File: config.mk
export PLATFORM = sky130hd
export DESIGN_NAME = irq_ctrl
export DESIGN_NICKNAME = d
export VERILOG_FILES = /design/src/rtl/irq_ctrl.sv
export SDC_FILE = /design/constraint.sdc
export NUM_CORES = 1
export LEC_CHECK = 0
export CORE_MARGIN = 3
export CORE_UTILIZATION = 48
export CTS_BUF_LIST = sky130_fd_sc_hd__clkbuf_8
export DETAILED_ROUTE_END_ITERATION = 12
export PLACE_DENSITY = 0.86
export SYNTH_ARGS = -nofsm -noshare
export SYNTH_HDL_FRONTEND = slang
export SYNTH_SLANG_ARGS = --single-unit
File: constraint.sdc
create_clock -name I_clk -period 2.75 [get_ports I_clk]
set_input_delay 0.275 -clock I_clk [delete_from_list [all_inputs] [get_ports I_clk]]
set_output_delay 0.275 -clock I_clk [all_outputs]
set_load 0.05 [all_outputs]
File: src/rtl/irq_ctrl.sv
`default_nettype none
// ============================================================================
// Module   : irq_ctrl
// Brief    : Interrupt controller that latches, masks and prioritises sources
//            and hands the winning vector to the control unit. Define
//            IRQ_LEVEL_TRIG_EN for level-sensitive sources.
// Revision : 1.0 - initial release
// ============================================================================
module irq_ctrl #(
  parameter int          NUM_IRQ     = 8,
  parameter logic [15:0] VECTOR_BASE = 16'h0010
) (
  input  logic               I_clk,
  input  logic               I_reset,
  input  logic [NUM_IRQ-1:0] I_irq_lines,
  input  logic               I_irq_ack,
  input  logic               I_eoi,
  input  logic               I_mask_we,
  input  logic [NUM_IRQ-1:0] I_mask_data,
  output logic               O_irq_active,
  output logic [15:0]        O_irq_number,
  output logic               O_irq_number_valid,
  output logic [NUM_IRQ-1:0] O_mask,
  output logic [NUM_IRQ-1:0] O_pending,
  output logic               O_in_service
);

  localparam logic [1:0] c_IDLE    = 2'd0;
  localparam logic [1:0] c_VECTOR  = 2'd1;
  localparam logic [1:0] c_SERVICE = 2'd2;
  localparam int         c_IDX_W   = 5;

  logic [1:0]         r_state;
  logic [NUM_IRQ-1:0] r_pending;
  logic [NUM_IRQ-1:0] r_mask;
  logic [15:0]        r_irq_number;
  logic               r_irq_active;

  logic [NUM_IRQ-1:0] w_eligible;
  logic [c_IDX_W-1:0] w_sel_idx;
  logic               w_any;
  logic               w_take;

  assign w_eligible = r_pending & ~r_mask;
  assign w_any      = |w_eligible;

  // Scan from the top down so the lowest eligible index is the last written.
  always_comb begin
    w_sel_idx = '0;
    for (int i = NUM_IRQ - 1; i >= 0; i--) begin
      if (w_eligible[i]) w_sel_idx = c_IDX_W'(i);
    end
  end

  // An ack is honoured only while a request is visibly raised and a source
  // is still eligible (a late mask write may have withdrawn it).
  assign w_take = (r_state == c_IDLE) && I_irq_ack && r_irq_active && w_any;

`ifdef IRQ_LEVEL_TRIG_EN
  always_ff @(posedge I_clk) begin
    if (I_reset) r_pending <= '0;
    else         r_pending <= I_irq_lines;
  end
`else
  logic [NUM_IRQ-1:0] r_prev_lines;
  logic [NUM_IRQ-1:0] w_clear;

  assign w_clear = w_take ? (NUM_IRQ'(1) << w_sel_idx) : '0;

  // A fresh edge on the acknowledged line is OR-ed in after the clear, so it wins.
  always_ff @(posedge I_clk) begin
    if (I_reset) begin
      r_prev_lines <= '0;
      r_pending    <= '0;
    end else begin
      r_prev_lines <= I_irq_lines;
      r_pending    <= (r_pending & ~w_clear) | (I_irq_lines & ~r_prev_lines);
    end
  end
`endif

  always_ff @(posedge I_clk) begin
    if (I_reset) begin
      r_state      <= c_IDLE;
      r_mask       <= '1;
      r_irq_number <= '0;
      r_irq_active <= 1'b0;
    end else begin
      r_irq_active <= !w_take && (r_state == c_IDLE) && w_any;
      if (I_mask_we) r_mask <= I_mask_data;
      case (r_state)
        c_IDLE: begin
          if (w_take) begin
            r_state      <= c_VECTOR;
            r_irq_number <= VECTOR_BASE + 16'(w_sel_idx);
          end
        end
        c_VECTOR:  r_state <= c_SERVICE;
        c_SERVICE: if (I_eoi) r_state <= c_IDLE;
        default:   r_state <= c_IDLE;
      endcase
    end
  end

  assign O_irq_active       = r_irq_active;
  assign O_irq_number       = r_irq_number;
  assign O_irq_number_valid = (r_state == c_VECTOR);
  assign O_in_service       = (r_state == c_SERVICE);
  assign O_mask             = r_mask;
  assign O_pending          = r_pending;

endmodule
`default_nettype wire

==> out/results.tsv <==
stage	metric	value	unit
synthesis	Mapped Area	0.00142	mm2
cells_and_area	Multi-input gate area	709	um2
synthesis	register area share after synthesis	43.8	%
synthesis	total number of yosys warnings	0	
global_routing	gr usage total	19.7	%
sta	worst hold slack	0.451	ns
drt	mean routed wirelength per cell	13.8	um
cts	Post-CTS Setup Bufs	0	
run	max-cap viol count	0	
worst_setup_path	CP max-delay cell	clkdlybuf4s50_1	
cells_and_area	flip-flop and latch area	621	um2
cts	Clock Tree Buf Depth	2	
placement	Place WS	0.936	ns
power_and_ir_drop	switch share	32.3	%
global_routing	pin count of the biggest net entering global routing	14	
floorplan	Die X	60.3	um
floorplan	core area	0.00278	mm2
sta	fin crit share	71.2	%
power_and_ir_drop	NetSw	355	uW
sta	max frequency	510	MHz
synthesis	EDFF count, synth	0	
worst_setup_path	CP required	2.48	ns
synthesis	Top FF cell, synth	dfxtp_1	
worst_hold_path	Hold WC Path Type	flop to flop	
cts	# hold bufs at CTS	0	
floorplan	Die Ht	60.3	um
power_and_ir_drop	leakage power	0.784	nW
cts	CTS tree	built	
worst_setup_path	critical path, cell by cell	nor2b_1 > clkdlybuf4s50_1	
sta	final setup TNS	0	ns
drt	antenna viol nets, final	0	
placement	# port buffers	43	
cts	CTS HTree Levels	2	
cells_and_area	# diodes	0	
cts	Clock Latency Late Sink	0.29	ns
drt	Vias/cell	5.29	
placement	GP Congestion	0.755	
cts	Root Buffer	clkbuf_8	
synthesis	Post-synth top cells	dfxtp_1 (31), nor2b_1 (21), buf_4 (12)	
synthesis	flops & latches, synth	31	
floorplan	Starting Density	50.9	%
drt	final wirelength	3200	um
synthesis	Synth async-reset ratio	0	%
synthesis	synth top area cells	dfxtp_1 (44%), nor2b_1 (9.3%), buf_4 (6.4%)	
cts	post-cts sizing count	0	
power_and_ir_drop	Internal	742	uW
power_and_ir_drop	Logic pwr share	24.3	%
global_routing	initial antenna violation count	0	
placement	dpl hpwl	2380	um
floorplan	io pins	56	
power_and_ir_drop	Power per Cell Area	574	mW/mm2
floorplan	row cnt	19	
sta	final setup vio count	0	
cells_and_area	Nets	221	
power_and_ir_drop	VDD IR-drop max	0.529	mV
floorplan	die area	0.00364	mm2
synthesis	count leader, synth	dfxtp_1	
sta	actual slew at the worst max-slew pin	0.602	ns
drt	detailed-route via count	1228	
sta	max-slew violation total from the final report	0	
sta	Final Hold Vio Count	0	
sta	min Tclk post-route	1.96	ns
power_and_ir_drop	Flop pwr share	45.3	%
worst_setup_path	Crit Path Class	flop to primary output	
global_routing	vias in the first global route	1206	
worst_setup_path	Startpoint Class	flop	
worst_setup_path	crit-path max FO	5	
global_routing	first-pass GRT wire length	5330	um
outcome	status	completed	
cts	Inserted Clock Buffers	5	
sta	RSZ-0062 raised after global routing	false	
worst_setup_path	crit-path max cell delay	0.82	ns
cells_and_area	area grow syn2layout	34.9	%
global_routing	gr ovfl total	0	
sta	final clock skew	0.00613	ns
cts	CTS sink count	31	
sta	Slew headroom	59.7	%
power_and_ir_drop	clock share of power	30.4	%
synthesis	area share of the leading cell type in the synthesized netlist	43.8	%
drt	drt drc	0	
worst_setup_path	arrival time at the worst endpoint	1.68	ns
sta	final worst slack	0.791	ns
synthesis	Cell variety after synth	34	
synthesis	Syn Area/Cell	9.20	um2
cts	clock input transition at the sequential cells of the worst setup and hold paths	0.06	ns
worst_setup_path	Worst setup EP type	primary output	
synthesis	Yosys top cell by area	dfxtp_1	
cells_and_area	Fillers	225	
synthesis	Cells after Synth	154	
drt	TritonRoute pass-1 iters	4	
cells_and_area	layout cells sized above 1	7.96	%
drt	First DRT Iteration DRCs	45	
## logic make-up after synthesis
group                  after synthesis  synth area share [%]
multiplexers                         6                  4.24
AND/OR/NAND/NOR                     59                  25.1
flip-flops                          31                  43.8
AO/OA/AOI/OAI                       35                  17.6
buffers and inverters               22                  9.01
other                                1                 0.265
## cell type report
class	instances	area share [%]
clock buffers	5	3.60
multi-input cells	112	37.1
well taps	31	2.03
flip-flops and latches	31	32.5
repair buffers	44	22.9
clock inverters	3	0.655
inverters	6	1.18
## flip-flops by register name, summed over array words and instances, names as in the netlist
signal,cells
O_irq_active,1
O_irq_number,4
O_mask,8
O_pending,8
r_prev_lines,8
r_state,2
## cell usage in the layout, fill, tap and decap left out
cell	n
clkdlybuf4s50_1	43
dfxtp_1	31
nor2b_1	21
conb_1	12
a21oi_1	11
inv_1	8
nor3_1	8
o21ai_0	8
nand2b_1	7
nand2_1	7
mux2i_1	6
nor2_1	5
clkbuf_8	5
a211o_1	3
nor4_1	2
a221o_1	2
o211ai_1	2
a211oi_1	2
nand4_2	1
nor2b_4	1
or4_4	1
and4bb_2	1
o211ai_2	1
a21o_2	1
and2b_1	1
a221oi_2	1
nand3_1	1
or2b_1	1
nand4_1	1
a31oi_1	1
or3_1	1
o41ai_2	1
o21bai_2	1
o31ai_1	1
clkinv_2	1
buf_4	1
## path summary, 6_finish.rpt
kind                                start                            to  slack, ns  cells after the start
max               r_state[1]$_SDFFE_PP0P_                  O_in_service       0.79                      2
min          O_irq_number[4]$_SDFFE_PP0P_  O_irq_number[4]$_SDFFE_PP0P_       0.45                      2
max reg2reg        O_mask[6]$_SDFFE_PP1P_       O_pending[2]$_SDFF_PP0_       1.24                      4
min reg2reg  O_irq_number[4]$_SDFFE_PP0P_  O_irq_number[4]$_SDFFE_PP0P_       0.45                      2
## metrics by stage
| stage | util, % | instance area, um2 | instances | total power, mW |
|---|---|---|---|---|
| 2_1_floorplan | - | 1460 | 165 | 0.697 |
| 3_3_place_gp | 65.8 | 1830 | 224 | 0.766 |
| 3_5_place_dp | 65.8 | 1830 | 224 | 0.772 |
| 4_1_cts | 68.7 | 1910 | 232 | 1.10 |
| 5_1_grt | 68.7 | 1910 | 232 | 1.14 |
| 6_report | 68.7 | 1910 | 232 | 1.10 |
## metal layers
layer / up-vias / routed length [um] / GRT usage (%)
li1: 605 / - / -
met1: 572 / 1280 / 21.7
met2: 46 / 1610 / 34.1
met3: 5 / 255 / 6.91
met4: 0 / 46 / 8.23
met5: - / 0 / 0
## critical path, delay by kind of cell, from the launching register on
kind / cells / cell delay, ns
simple gates: 1 / 0.19
flops: 1 / 0.38
buf+inv: 1 / 0.82
## power groups by stage
stage               sequential (mW)  combinational (mW)  clock, mW
finish                        0.497               0.267      0.333
global route                  0.500               0.284      0.357
CTS                           0.497               0.267      0.337
detailed placement            0.506               0.266          0
global placement              0.505               0.262          0
floorplan                     0.571               0.126          0
No activity file was read; power rests on OpenSTA's default activity.
